--- config.mk ---
export PLATFORM = sky130hd
export DESIGN_NAME = pipe_ctrl_flat
export DESIGN_NICKNAME = d
export VERILOG_FILES = /design/src/rtl/pipe_ctrl_if.sv /design/src/rtl/pipe_ctrl.sv /design/src/flat_wrapper.sv
export SDC_FILE = /design/constraint.sdc
export NUM_CORES = 1
export LEC_CHECK = 0
export BUFFER_PORTS_ARGS = -buffer_cell sky130_fd_sc_hd__buf_2
export CAP_MARGIN = 20
export CELL_PAD_IN_SITES_DETAIL_PLACEMENT = 0
export CELL_PAD_IN_SITES_GLOBAL_PLACEMENT = 1
export CORE_ASPECT_RATIO = 0.7
export CORE_MARGIN = 3
export CORE_UTILIZATION = 38
export CTS_CLUSTER_DIAMETER = 150
export CTS_CLUSTER_SIZE = 12
export DETAILED_ROUTE_END_ITERATION = 10
export HOLD_SLACK_MARGIN = 0.06
export PLACE_DENSITY_LB_ADDON = 0.1
export SLEW_MARGIN = 20
export SYNTH_ARGS = -nofsm -noshare
export SYNTH_HDL_FRONTEND = slang
export SYNTH_SLANG_ARGS = --single-unit
--- constraint.sdc ---
create_clock -name clk -period 1.95 [get_ports clk]
set_input_delay 0.39 -clock clk [delete_from_list [all_inputs] [get_ports clk]]
set_output_delay 0.39 -clock clk [all_outputs]
set_load 0.05 [all_outputs]
--- src/rtl/pipe_ctrl_if.sv ---
// Handshake bundle between the pipeline stages and the stall/flush scheduler.
// Carries stage requests (stall, flush, drain) into the scheduler and the
// stall vector, flush line, PC redirect and drain status back out.
//
// Ports (as signals):
//   rdy_in          global ready; 0 freezes the whole pipeline
//   stallreq_if     IF not ready (icache miss)
//   stallreq_id     load-use hazard in ID
//   stallreq_ex     multi-cycle EX op
//   stallreq_mem    memory access in progress
//   flushreq_ex     branch mispredict detected in EX
//   flush_target    correct PC for flushreq_ex
//   drainreq_id     fence/fence.i in ID needs the back end empty
//   stall           per-stage hold, bit0=PC .. bit5=WB
//   flush           if_id/id_ex load a bubble
//   redirect_valid  one-cycle pulse, PC loads redirect_pc
//   redirect_pc     latched flush_target
//   drain_done      one-cycle pulse at end of a drain
//   stall_cnt       number of cycles with stall[0]=1
interface pipe_ctrl_if #(
    parameter int PIPE_DEPTH = 6,
    parameter int ADDR_W     = 32
);
    logic                  rdy_in;
    logic                  stallreq_if;
    logic                  stallreq_id;
    logic                  stallreq_ex;
    logic                  stallreq_mem;
    logic                  flushreq_ex;
    logic [ADDR_W-1:0]     flush_target;
    logic                  drainreq_id;

    logic [PIPE_DEPTH-1:0] stall;
    logic                  flush;
    logic                  redirect_valid;
    logic [ADDR_W-1:0]     redirect_pc;
    logic                  drain_done;
    logic [31:0]           stall_cnt;

    // Pipeline side: raises requests, consumes control.
    modport master (
        output rdy_in, stallreq_if, stallreq_id, stallreq_ex, stallreq_mem,
               flushreq_ex, flush_target, drainreq_id,
        input  stall, flush, redirect_valid, redirect_pc, drain_done, stall_cnt
    );

    // Scheduler side: consumes requests, drives control.
    modport slave (
        input  rdy_in, stallreq_if, stallreq_id, stallreq_ex, stallreq_mem,
               flushreq_ex, flush_target, drainreq_id,
        output stall, flush, redirect_valid, redirect_pc, drain_done, stall_cnt
    );
endinterface

--- src/rtl/pipe_ctrl.sv ---
// Purpose: central stall/flush/drain scheduler for the 5-stage pipeline.
// Latency: stall vector is combinational (0 cycles); flush, redirect and drain_done are registered (1 cycle).
// Backpressure: rdy_in=0 or stallreq_mem=1 freezes the flush/drain counters and defers entry into FLUSH.
//
// Ports:
//   clk   clock, all state on posedge
//   rst   asynchronous active-low reset
//   pc    pipe_ctrl_if.slave bundle (requests in, stall/flush/redirect/drain out)
module pipe_ctrl #(
    parameter int PIPE_DEPTH   = 6,
    parameter int FLUSH_CYCLES = 1,
    parameter int DRAIN_CYCLES = 3,
    parameter int ADDR_W       = 32
) (
    input  logic         clk,
    input  logic         rst,
    pipe_ctrl_if.slave   pc
);

    localparam int FCW = (FLUSH_CYCLES < 1) ? 1 : $clog2(FLUSH_CYCLES + 1);
    localparam int DCW = (DRAIN_CYCLES < 1) ? 1 : $clog2(DRAIN_CYCLES + 1);

    typedef enum logic [1:0] {
        RUN   = 2'd0,
        FLUSH = 2'd1,
        DRAIN = 2'd2
    } state_t;

    state_t             state, state_nx;
    logic [FCW-1:0]     flush_cnt, flush_cnt_nx;
    logic [DCW-1:0]     drain_cnt, drain_cnt_nx;
    logic [ADDR_W-1:0]  redirect_pc_q, redirect_pc_nx;
    logic               redirect_valid_q, redirect_valid_nx;
    logic               drain_done_q, drain_done_nx;
    logic [31:0]        stall_cnt_q;
    logic [PIPE_DEPTH-1:0] stall_vec;

    // Counters only advance when the whole pipe is actually moving; a memory
    // stall also freezes EX, so a mispredict held there keeps its request up.
    logic advance;
    logic flush_go;
    logic drain_go;

    assign advance  = pc.rdy_in && !pc.stallreq_mem;
    assign flush_go = pc.flushreq_ex && advance;
    assign drain_go = pc.drainreq_id && !pc.flushreq_ex && pc.rdy_in &&
                      !pc.stallreq_mem && !pc.stallreq_ex;

    // Contiguous stall prefix: stages [n-1:0] hold, everything above runs on.
    function automatic logic [PIPE_DEPTH-1:0] low_ones(input int n);
        logic [PIPE_DEPTH-1:0] m;
        m = '0;
        for (int i = 0; i < PIPE_DEPTH; i++) begin
            m[i] = (i < n);
        end
        return m;
    endfunction

    // ------------------------------------------------------------------
    // Stall vector. IF/ID requests are ignored outside RUN: during FLUSH
    // they belong to squashed instructions, and DRAIN already holds the
    // front end.
    // ------------------------------------------------------------------
    always_comb begin
        stall_vec = '0;
        if (!rst) begin
            stall_vec = '0;
        end else if (!pc.rdy_in) begin
            stall_vec = '1;
        end else if (pc.stallreq_mem) begin
            stall_vec = low_ones(5);
        end else if (pc.stallreq_ex) begin
            stall_vec = low_ones(4);
        end else if ((pc.stallreq_id && state == RUN) || state == DRAIN) begin
            stall_vec = low_ones(3);
        end else if (pc.stallreq_if && state == RUN) begin
            stall_vec = low_ones(2);
        end
    end

    // ------------------------------------------------------------------
    // Flush / drain sequencing: next-state and next-output logic.
    // ------------------------------------------------------------------
    always_comb begin
        state_nx          = state;
        flush_cnt_nx      = flush_cnt;
        drain_cnt_nx      = drain_cnt;
        redirect_pc_nx    = redirect_pc_q;
        redirect_valid_nx = 1'b0;
        drain_done_nx     = 1'b0;

        case (state)
            RUN: begin
                // A mispredict outranks a drain: the fence is squashed with it.
                if (flush_go) begin
                    state_nx          = FLUSH;
                    flush_cnt_nx      = FCW'(FLUSH_CYCLES);
                    redirect_pc_nx    = pc.flush_target;
                    redirect_valid_nx = 1'b1;
                end else if (drain_go) begin
                    state_nx     = DRAIN;
                    drain_cnt_nx = DCW'(DRAIN_CYCLES);
                end
            end

            FLUSH: begin
                if (advance) begin
                    flush_cnt_nx = flush_cnt - FCW'(1);
                    if (flush_cnt == FCW'(1)) begin
                        state_nx = RUN;
                    end
                end
            end

            DRAIN: begin
                // Mispredict aborts the drain without reporting completion.
                if (flush_go) begin
                    state_nx          = FLUSH;
                    flush_cnt_nx      = FCW'(FLUSH_CYCLES);
                    drain_cnt_nx      = '0;
                    redirect_pc_nx    = pc.flush_target;
                    redirect_valid_nx = 1'b1;
                end else if (advance) begin
                    drain_cnt_nx = drain_cnt - DCW'(1);
                    if (drain_cnt == DCW'(1)) begin
                        state_nx      = RUN;
                        drain_done_nx = 1'b1;
                    end
                end
            end

            default: begin
                state_nx     = RUN;
                flush_cnt_nx = '0;
                drain_cnt_nx = '0;
            end
        endcase
    end

    // ------------------------------------------------------------------
    // State and registered outputs.
    // ------------------------------------------------------------------
    always_ff @(posedge clk or negedge rst) begin
        if (!rst) begin
            state            <= RUN;
            flush_cnt        <= '0;
            drain_cnt        <= '0;
            redirect_pc_q    <= '0;
            redirect_valid_q <= 1'b0;
            drain_done_q     <= 1'b0;
        end else begin
            state            <= state_nx;
            flush_cnt        <= flush_cnt_nx;
            drain_cnt        <= drain_cnt_nx;
            redirect_pc_q    <= redirect_pc_nx;
            redirect_valid_q <= redirect_valid_nx;
            drain_done_q     <= drain_done_nx;
        end
    end

    // Free-running count of PC-stalled cycles; wraps naturally at 2^32.
    always_ff @(posedge clk or negedge rst) begin
        if (!rst) begin
            stall_cnt_q <= '0;
        end else if (stall_vec[0]) begin
            stall_cnt_q <= stall_cnt_q + 32'd1;
        end
    end

    // flush comes straight from the state flop, so flushreq_ex never reaches
    // it combinationally.
    assign pc.stall          = stall_vec;
    assign pc.flush          = (state == FLUSH);
    assign pc.redirect_valid = redirect_valid_q;
    assign pc.redirect_pc    = redirect_pc_q;
    assign pc.drain_done     = drain_done_q;
    assign pc.stall_cnt      = stall_cnt_q;

endmodule
--- src/flat_wrapper.sv ---
// flat-port wrapper written by rule: the top's interface ports become plain ports
module pipe_ctrl_flat 
#(
    parameter int PIPE_DEPTH   = 6,
    parameter int FLUSH_CYCLES = 1,
    parameter int DRAIN_CYCLES = 3,
    parameter int ADDR_W       = 32
)
  (clk, rst, pc_rdy_in, pc_stallreq_if, pc_stallreq_id, pc_stallreq_ex, pc_stallreq_mem, pc_flushreq_ex, pc_flush_target, pc_drainreq_id, pc_stall, pc_flush, pc_redirect_valid, pc_redirect_pc, pc_drain_done, pc_stall_cnt);
  pipe_ctrl_if #(.PIPE_DEPTH(PIPE_DEPTH), .ADDR_W(ADDR_W)) pc_i ();
  input  logic clk;
  input  logic rst;
  input wire logic [$bits(pc_i.rdy_in)-1:0] pc_rdy_in;
  input wire logic [$bits(pc_i.stallreq_if)-1:0] pc_stallreq_if;
  input wire logic [$bits(pc_i.stallreq_id)-1:0] pc_stallreq_id;
  input wire logic [$bits(pc_i.stallreq_ex)-1:0] pc_stallreq_ex;
  input wire logic [$bits(pc_i.stallreq_mem)-1:0] pc_stallreq_mem;
  input wire logic [$bits(pc_i.flushreq_ex)-1:0] pc_flushreq_ex;
  input wire logic [$bits(pc_i.flush_target)-1:0] pc_flush_target;
  input wire logic [$bits(pc_i.drainreq_id)-1:0] pc_drainreq_id;
  output wire logic [$bits(pc_i.stall)-1:0] pc_stall;
  output wire logic [$bits(pc_i.flush)-1:0] pc_flush;
  output wire logic [$bits(pc_i.redirect_valid)-1:0] pc_redirect_valid;
  output wire logic [$bits(pc_i.redirect_pc)-1:0] pc_redirect_pc;
  output wire logic [$bits(pc_i.drain_done)-1:0] pc_drain_done;
  output wire logic [$bits(pc_i.stall_cnt)-1:0] pc_stall_cnt;
  assign pc_i.rdy_in = pc_rdy_in;
  assign pc_i.stallreq_if = pc_stallreq_if;
  assign pc_i.stallreq_id = pc_stallreq_id;
  assign pc_i.stallreq_ex = pc_stallreq_ex;
  assign pc_i.stallreq_mem = pc_stallreq_mem;
  assign pc_i.flushreq_ex = pc_flushreq_ex;
  assign pc_i.flush_target = pc_flush_target;
  assign pc_i.drainreq_id = pc_drainreq_id;
  assign pc_stall = pc_i.stall;
  assign pc_flush = pc_i.flush;
  assign pc_redirect_valid = pc_i.redirect_valid;
  assign pc_redirect_pc = pc_i.redirect_pc;
  assign pc_drain_done = pc_i.drain_done;
  assign pc_stall_cnt = pc_i.stall_cnt;
  pipe_ctrl #(.PIPE_DEPTH(PIPE_DEPTH), .FLUSH_CYCLES(FLUSH_CYCLES), .DRAIN_CYCLES(DRAIN_CYCLES), .ADDR_W(ADDR_W)) u_core (.clk(clk), .rst(rst), .pc(pc_i));
endmodule
==> results.yml, run 1 <==
cells_and_area:
  layout-drive-gt1-share_pct: 47.2
  area_delta_synth_final_pct: 34.2
  n_fill_cell: 724
  n_antenna_cell: 0
  nets: 432
critical_path:
  r2r_slack_ps: 250
  critPathArrivalTime_ps: 1450
  cp_slowest_cell: "dfrtp_1"
  required_ps: 1560
  crit_fanout: 4
  endpoint_kind: "primary output"
  path_class: "flip-flop to primary output"
  path_cells: "nand2b_1, o22a_2, inv_2, clkbuf_4"
  cpPeakStageDelay_ps: 360
  crit_path_start_kind: "flip-flop"
logic_synthesis:
  synth_seq_area_share_pct: 56.5
  synth_seq_cells: 71
  yosysMostFrequentCell: "dfrtp_1"
  synth.cell_area_um2: 3150
  synth.distinct_cells: 39
  netlist_instances: 258
  synth_common_cells: "dfrtp_1, mux2_2, nand2_1"
  synthArstFlopShare_pct: 100
  synth_nets: 301
  ys_top_cells_by_area: "dfrtp_1, mux2_2, xnor2_1"
  synth_flop_cell: "dfrtp_1"
  synth_edf_count: 0
  syn_area_per_cell_um2: 12.2
  yosysWarnings: 0
  synth_top_area_share_pct: 56.5
  synth_top_cell_by_area: "dfrtp_1"
sta:
  slew_viol_final: 0
  period_needed_ps: 1840
  clock_skew_ps: 11.4
  period_share_pct: 94.5
  relSlewSlack_pct: 51.5
  max_freq_ghz: 0.543
  setup_violations: 0
  rsz0062_at_grt: "false"
  finalHoldViolCount: 0
  fin_tns_setup_ps: 0
  worstMarginPinSlew_ps: 728
place:
  port_buffers: 113
  place_hpwl_um: 5670
  place_congestion: 0.795
cts:
  clk_path_buf_depth: 2
  cts.sinks: 71
  cts_root_buffer: "clkbuf_16"
  clk_pin_slew_ps: 50
  cts_buffers: 9
  clock_latency_ps: 330
  cts_tree: "done"
  htreeDepth: 3
floorplan:
  core-area_um2: 7940
  die_h_um: 82.1
  initial_core_util_pct: 39.6
  rows: 27
  die_w_um: 115
  die-area_um2: 9420
  io_pins: 114
detailed_routing:
  wire_per_inst_um: 15.2
  dr_total_vias: 2453
  drtAntennaViolNets: 0
  dr.first_iter.drc_count: 137
  drc: 0
  vias_per_cell: 4.96
  first_pass_iters: 4
  routed_wl_um: 7540
flow_run:
  maxCapViolations: 0
pwr:
  power_frac_seq_pct: 33.4
  ir_drop_v: 0.000985
  total_power_mw: 6.82
  p_sw_share_pct: 46.2
  powerDensity_nw_per_um2: 1620
  p_leak_nw: 1.97
  clockPowerShare_pct: 21.7
  power.switching_mw: 3.15
  p_int_mw: 3.67
  combPwrFrac_pct: 44.9
worst_hold_path:
  hold_path.class: "input pin to async pin"
outcome:
  status: "finished clean"
global_routing:
  grt.overflow.total: 0
  antenna_found_initial: 0
  grt_pass1_vias: 2392
  grt_usage_pct: 16.9
  grt_pass1_wl_um: 12100
  grt_max_degree: 57
worst max-delay path, delay by kind of cell, from the launching register on:
kind | cells | cell delay (ps)
buffers and inverters | 2 | 350
DFF | 1 | 360
AOI/OAI and AO/OA | 1 | 260
and+or+nand+nor | 1 | 160
state kept, by name (all words and copies together) (netlist names):
| signal | cells |
|---|---|
| u_core.pc.redirect_valid | 1 |
| u_core.flush_cnt | 1 |
| u_core.drain_cnt | 2 |
| u_core.pc.redirect_pc | 32 |
| u_core.pc.stall_cnt | 32 |
| u_core.pc.drain_done | 1 |
| u_core.state | 2 |
power by group through the flow:
stage	sequential, mW	combinational [mW]	clock (mW)
2_1_floorplan	3.81	0.769	0
3_3_place_gp	2.29	3.05	0
3_5_place_dp	2.31	3.08	0
4_1_cts	2.29	3.08	1.53
5_1_grt	2.35	3.23	1.59
6_report	2.28	3.06	1.48
stage by stage:
stage / worst slack, ps / util (%) / std cells / hold WS [ps] / instance area [um^2]
6_report: 107 / 53.2 / 495 / 119 / 4220
5_1_grt: 36.2 / 53.2 / 495 / 131 / 4220
4_1_cts: 13.3 / 53.1 / 495 / 121 / 4220
3_5_place_dp: 86.4 / 49.7 / 479 / 461 / 3950
3_3_place_gp: 114 / 49.7 / 479 / 457 / 3950
2_1_floorplan: 12.8 / - / 258 / 94.4 / 3160
per-layer routing:
metal | up-vias | wire, um | GRT usage (%)
met2 | 92 | 3170 | 24.0
met1 | 1173 | 3640 | 23.0
met5 | - | 0 | 0
li1 | 1181 | - | -
met3 | 7 | 608 | 6.77
met4 | 0 | 116 | 6.80
path summary, 6_finish.rpt:
kind,startpoint,endpoint,cells after the start
setup / recovery,u_core.state[0]$_DFFE_PN0P_,pc_stall[0],4
hold / removal,rst,u_core.drain_cnt[1]$_DFFE_PN0P_,2
setup reg to reg,u_core.pc.stall_cnt[14]$_DFFE_PN0P_,u_core.pc.stall_cnt[20]$_DFFE_PN0P_,4
hold reg to reg,u_core.pc.stall_cnt[31]$_DFFE_PN0P_,u_core.pc.stall_cnt[31]$_DFFE_PN0P_,1
max in group asynchronous,rst,u_core.pc.stall_cnt[12]$_DFFE_PN0P_,2
min in group clk,pc_flush_target[1],u_core.pc.redirect_pc[1]$_DFFE_PN0P_,2
layout make-up:
type,instances,area (um^2),share of cell area (%)
Inverter,7,26.3,0.622
Tap cell,101,126,2.99
Multi-Input combinational cell,170,1310,31.0
Sequential cell,71,1780,42.2
Clock buffer,14,254,6.02
Clock inverter,2,16.3,0.385
Timing Repair Buffer,130,711,16.8
logic make-up after synthesis:
| kind of cell | share of synthesized area [%] |
|---|---|
| buffers and inverters | 2.39 |
| muxes | 11.5 |
| adders and majority gates | 0.795 |
| xor gates and xnor gates | 8.63 |
| AOI/OAI and AO/OA | 2.71 |
| and+or+nand+nor | 17.5 |
| DFF | 56.5 |
cells in the final DEF, fill, tap and decap left out, drive strengths merged, types with 2 or more instances in the layout:
cell / netlist / routed
nor2: 10 / 10
nor4: 7 / 7
nor3b: 3 / 3
a21oi: 2 / 2
or4: 2 / 2
clkbuf: 3 / 16
nor4b: 2 / 2
nor2b: 2 / 2
nand4: 16 / 16
ha: 2 / 2
inv: 7 / 7
nand3: 8 / 8
mux2: 32 / 32
and4: 3 / 3
nand2: 17 / 17
o21ai: 5 / 5
nand2b: 5 / 5
xor2: 15 / 15
nor3: 10 / 10
nand4b: 2 / 2
and3: 3 / 3
xnor2: 16 / 16
buf: 7 / 128
dfrtp: 71 / 71
repair_timing:
item | CTS | global route
hold buffers | 0 | 0
setup endpoints to repair | 0 | 2
hold endpoints to repair | 0 | 0
resized for setup | 0 | 3
buffers inserted | 0 | 0
No activity file was read; power rests on OpenSTA's default activity.
==> run 2, diff against run 1 <==
--- a/config.mk
+++ b/config.mk
@@ -11,11 +11,11 @@
 export CELL_PAD_IN_SITES_GLOBAL_PLACEMENT = 1
 export CORE_ASPECT_RATIO = 0.7
 export CORE_MARGIN = 3
-export CORE_UTILIZATION = 38
+export CORE_UTILIZATION = 29
+export CTS_BUF_LIST = sky130_fd_sc_hd__clkbuf_8
 export CTS_CLUSTER_DIAMETER = 150
 export CTS_CLUSTER_SIZE = 12
 export DETAILED_ROUTE_END_ITERATION = 10
-export HOLD_SLACK_MARGIN = 0.06
 export PLACE_DENSITY_LB_ADDON = 0.1
 export SLEW_MARGIN = 20
 export SYNTH_ARGS = -nofsm -noshare
==> run 2 against run 1 <==
- global-route usage decreased by 4.0 points
- combinational power about the same
- sequential cell count unchanged
- die area increased by 29%
- highest routed layer unchanged
- largest cell class unchanged
- final area increased by 0.27%
- sequential power about the same
- critical endpoint unchanged
- clock power about the same
- utilization decreased by 13 points
- total power decreased by 0.58%
- count of clock-buffer cells in the layout decreased by 4
- critical path depth unchanged
==> results.yml, run 2 (synthesis results as in run 1) <==
critical_path:
  path_cells: "nand2b_1, o22a_2, clkinv_4, buf_6"
  cp_slowest_cell: "dfrtp_1"
  r2r_slack_ps: 230
  cpPeakStageDelay_ps: 400
  path_class: "flip-flop to primary output"
  critPathArrivalTime_ps: 1450
  crit_fanout: 10
  required_ps: 1560
  endpoint_kind: "primary output"
  crit_path_start_kind: "flip-flop"
place:
  place_congestion: 0.723
  post-place-ws_ps: 145
  place_hpwl_um: 5650
  port_buffers: 113
cts:
  clock_latency_ps: 350
  cts.sinks: 71
  post_cts_buffers: 0
  cts_buffers: 9
  htreeDepth: 3
  cts_root_buffer: "clkbuf_8"
  ctsHoldBuffers: 0
  clk_pin_slew_ps: 80
  clk_path_buf_depth: 2
  cts_tree: "done"
sta:
  fin_ws_ps: 112
  clock_skew_ps: 11.4
  relSlewSlack_pct: 38.6
  period_share_pct: 94.3
  worstMarginPinSlew_ps: 921
  setup_violations: 0
  fin_tns_setup_ps: 0
  rsz0062_at_grt: "false"
  slew_viol_final: 0
  finalHoldViolCount: 0
  period_needed_ps: 1840
  max_freq_ghz: 0.544
cells_and_area:
  n_fill_cell: 1052
  final_common_cell: "buf_2"
  multi_input_area_um2: 1310
  final_util_pct: 40.4
  layout-drive-gt1-share_pct: 47.7
  n_antenna_cell: 0
  nets: 430
  most-common-layout-cells: "buf_2, dfrtp_1, mux2_2"
  seq_area_um2: 1780
  area_delta_synth_final_pct: 34.6
pwr:
  power.switching_mw: 3.13
  p_sw_share_pct: 46.1
  powerDensity_nw_per_um2: 1600
  combPwrFrac_pct: 45.4
  power_frac_seq_pct: 33.3
  p_leak_nw: 1.96
  p_int_mw: 3.65
  clockPowerShare_pct: 21.3
  total_power_mw: 6.78
  ir_drop_v: 0.00101
outcome:
  status: "finished clean"
detailed_routing:
  wire_per_inst_um: 14.7
  first_pass_iters: 4
  routed_wl_um: 7730
  vias_per_cell: 4.62
  dr.first_iter.drc_count: 94
  drtAntennaViolNets: 0
  drc: 0
  dr_total_vias: 2421
global_routing:
  grt_max_degree: 72
  grt_pass1_vias: 2452
  grt_pass1_wl_um: 12200
  antenna_found_initial: 0
  grt_usage_pct: 12.9
  grt.overflow.total: 0
worst_hold_path:
  hold_path.class: "input pin to flip-flop"
floorplan:
  initial_core_util_pct: 30.0
  rows: 31
  core-area_um2: 10500
  die_w_um: 130
  die-area_um2: 12200
  die_h_um: 93.1
  io_pins: 114
flow_run:
  maxCapViolations: 0
-- run 2: path summary, 6_finish.rpt --
path / start / to / cells past startpoint
setup / recovery: u_core.state[0]$_DFFE_PN0P_ / pc_stall[0] / 4
hold / removal: pc_flush_target[7] / u_core.pc.redirect_pc[7]$_DFFE_PN0P_ / 2
setup reg to reg: u_core.pc.stall_cnt[0]$_DFFE_PN0P_ / u_core.pc.stall_cnt[20]$_DFFE_PN0P_ / 5
hold reg to reg: u_core.pc.stall_cnt[31]$_DFFE_PN0P_ / u_core.pc.stall_cnt[31]$_DFFE_PN0P_ / 1
max in group asynchronous: rst / u_core.pc.stall_cnt[0]$_DFFE_PN0P_ / 2
min in group asynchronous: rst / u_core.pc.redirect_pc[1]$_DFFE_PN0P_ / 2
-- run 2: timing repair --
item,in CTS,in global routing
gates resized for setup,3,4
endpoints found under the hold margin,0,0
endpoints found under the setup margin,2,2
-- run 2: per-stage QoR --
stage,std cells,area (um^2),hold WS (ps)
after floorplan,258,3160,94.4
after global placement,508,3970,460
after detailed placement,508,3970,466
after CTS,524,4220,243
after global routing,524,4230,240
final,524,4230,271
-- run 2: layout make-up --
type	instances	area share (%)
Sequential cell	71	42.1
Multi-Input combinational cell	170	30.9
Tap cell	132	3.90
Clock inverter	6	2.54
Timing Repair Buffer	128	16.6
Clock buffer	10	3.25
Inverter	7	0.739
-- run 2: metal layers --
layer	share of wire [%]	up-vias	track usage (%)
met5	0	-	0
met4	1.2	0	4.11
met3	9.2	10	5.82
met2	40	78	17.4
met1	50	1152	18.3
li1	-	1181	-
-- run 2: power groups by stage --
| stage | registers [mW] | clock network [mW] | logic [mW] |
|---|---|---|---|
| floorplan | 3.81 | 0 | 0.769 |
| global placement | 2.28 | 0 | 3.09 |
| detailed placement | 2.29 | 0 | 3.09 |
| CTS | 2.27 | 1.51 | 3.10 |
| global route | 2.34 | 1.57 | 3.25 |
| finish | 2.26 | 1.45 | 3.08 |
-- run 2: worst max-delay path, delay by kind of cell, from the launching register on --
family / cells / cell delay (ps)
flip-flops: 1 / 400
buffers and inverters: 2 / 280
AO/OA/AOI/OAI: 1 / 250
AND/OR/NAND/NOR: 1 / 170
==> run 3, diff against run 2 <==
--- a/config.mk
+++ b/config.mk
@@ -16,8 +16,8 @@
 export CTS_CLUSTER_DIAMETER = 150
 export CTS_CLUSTER_SIZE = 12
 export DETAILED_ROUTE_END_ITERATION = 10
+export MAX_ROUTING_LAYER = met4
 export PLACE_DENSITY_LB_ADDON = 0.1
-export SLEW_MARGIN = 20
 export SYNTH_ARGS = -nofsm -noshare
 export SYNTH_HDL_FRONTEND = slang
 export SYNTH_SLANG_ARGS = --single-unit
==> constraint.sdc (replaced) <==
create_clock -name clk -period 2.1 [get_ports clk]
set_input_delay 0.42 -clock clk [delete_from_list [all_inputs] [get_ports clk]]
set_output_delay 0.42 -clock clk [all_outputs]
set_load 0.05 [all_outputs]
==> run 3 against run 2 <==
- utilization down 0.072 points
- combinational power down 7.5%
- hold slack better by 27 ps
- largest cell class unchanged
- via count up 0.45%
- critical path type unchanged
- non-clock buffer count unchanged
- global-route usage up 0.49 points
- count of clock-buffer cells in the layout down 1
- sequential share of layout area about the same
==> results.yml, run 3 (synthesis results as in run 1) <==
sta:
  holdWs_ps: 297
  finalHoldViolCount: 0
  period_needed_ps: 1990
  worstMarginPinSlew_ps: 909
  period_share_pct: 94.8
  clock_skew_ps: 10.1
  rsz0062_at_grt: "true"
  setup_violations: 0
  slew_viol_final: 0
  relSlewSlack_pct: 39.4
  max_freq_ghz: 0.502
pwr:
  powerDensity_nw_per_um2: 1510
  p_leak_nw: 1.96
  ir_drop_v: 0.000807
  total_power_mw: 6.37
floorplan:
  die_w_um: 130
  initial_core_util_pct: 30.0
  die_h_um: 93.1
  core-area_um2: 10500
  rows: 31
  io_pins: 114
  die-area_um2: 12200
global_routing:
  grt_pass1_vias: 2355
  grt.overflow.total: 0
  grt_use_met1_pct: 19.3
  grt_max_degree: 72
  gr-max-usage-layer: "met1"
  met2_usage_pct: 17.3
  antenna_found_initial: 0
  grt_usage_pct: 13.4
  use_met3_pct: 5.19
  grt_pass1_wl_um: 12200
cts:
  cts_buffers: 9
  ctsHoldBuffers: 0
  cts.sinks: 71
  clock_latency_ps: 350
  cts_resized: 0
  htreeDepth: 3
  clk_path_buf_depth: 2
  cts_root_buffer: "clkbuf_8"
  post_cts_buffers: 0
  cts_tree: "done"
  clk_pin_slew_ps: 80
detailed_routing:
  routed_wl_um: 7830
  drc: 0
  vias_per_cell: 4.65
  dr_total_vias: 2432
  dr.first_iter.drc_count: 70
  wire_per_inst_um: 15.0
  first_pass_iters: 4
  drtAntennaViolNets: 0
cells_and_area:
  final_common_cell: "buf_2"
  layout-drive-gt1-share_pct: 46.8
  final_util_pct: 40.3
  n_antenna_cell: 0
  n_fill_cell: 1044
  nets: 430
  area_delta_synth_final_pct: 34.3
  most-common-layout-cells: "buf_2, dfrtp_1, mux2_2"
critical_path:
  path_cells: "nand2b_1, o22a_1, inv_2, buf_2"
  crit_path_start_kind: "flip-flop"
  path_class: "flip-flop to primary output"
  reg2reg_depth: 4
  endpoint_kind: "primary output"
  r2r_slack_ps: 330
  cp_slowest_cell: "dfrtp_1"
  cpPeakStageDelay_ps: 380
  crit_fanout: 7
  rr_startpoint: "u_core.pc.stall_cnt[12]$_DFFE_PN0P_"
  worst_r2r_endpoint: "u_core.pc.stall_cnt[21]$_DFFE_PN0P_"
  critPathArrivalTime_ps: 1570
  required_ps: 1680
worst_hold_path:
  hold_path_end: "u_core.pc.redirect_pc[21]$_DFFE_PN0P_"
  hold_start: "pc_flush_target[21]"
  hold_path.class: "input pin to flip-flop"
  min_path_cells: 2
place:
  place_congestion: 0.739
  port_buffers: 113
  place_hpwl_um: 5770
outcome:
  status: "finished clean"
flow_run:
  maxCapViolations: 0
-- run 3: cell types whose count changed in the layout (fill, tap and decap cells not counted), sizes merged --
| cell | previous run | this run |
|---|---|---|
| bufinv | 3 | 4 |
| inv | 8 | 7 |
| clkbuf | 10 | 9 |
-- run 3: worst max-delay path by stage --
stage / start / end / slack (ps) / depth (start not counted)
finish: u_core.state[0]$_DFFE_PN0P_ / pc_stall[0] / 110 / 4
floorplan: u_core.pc.stall_cnt[0]$_DFFE_PN0P_ / u_core.pc.stall_cnt[14]$_DFFE_PN0P_ / 100 / 5
detailed placement: pc_stallreq_mem / pc_stall[0] / 260 / 5
global route: u_core.state[0]$_DFFE_PN0P_ / pc_stall[0] / -9 / 4
global placement: pc_stallreq_mem / pc_stall[0] / 260 / 5
CTS: u_core.state[0]$_DFFE_PN0P_ / pc_stall[1] / 50 / 4
-- run 3: area by class of cell --
class	instances	area [um^2]	share of cell area [%]
clock buffer	9	124	2.93
clock inverter	6	134	3.17
inverter	7	26.3	0.622
multi-input combinational	170	1310	30.9
sequential	71	1780	42.0
tap	132	165	3.91
timing repair buffer	128	693	16.4
-- run 3: metal layers --
metal  part of all wire [%]  vias to the layer above
met5                      0                        -
met3                    8.7                        9
met2                     40                       94
met1                     51                     1154
li1                       -                     1175
met4                   0.94                        0
-- run 3: metrics by stage --
| stage | instances | setup slack (ps) | instance area [um^2] | TNS, ps |
|---|---|---|---|---|
| final | 523 | 109 | 4230 | 0 |
| after global routing | 523 | -8.74 | 4230 | -17.5 |
| after CTS | 523 | 49.6 | 4230 | 0 |
| after detailed placement | 508 | 261 | 3970 | 0 |
| after global placement | 508 | 257 | 3970 | 0 |
| after floorplan | 258 | 97.1 | 3150 | 0 |
-- run 3: critical path: cells and delay by family (launching register included) --
family | cells | cell delay, ps
flip-flops | 1 | 380
AND/OR/NAND/NOR | 1 | 160
AO/OA/AOI/OAI | 1 | 230
buffers and inverters | 2 | 450
-- run 3: power breakdown --
part	internal [mW]	total, mW	switching, mW
registers	1.80	2.10	0.294
clock network	0.903	1.43	0.524
logic	0.761	2.85	2.09
total	3.47	6.37	2.91
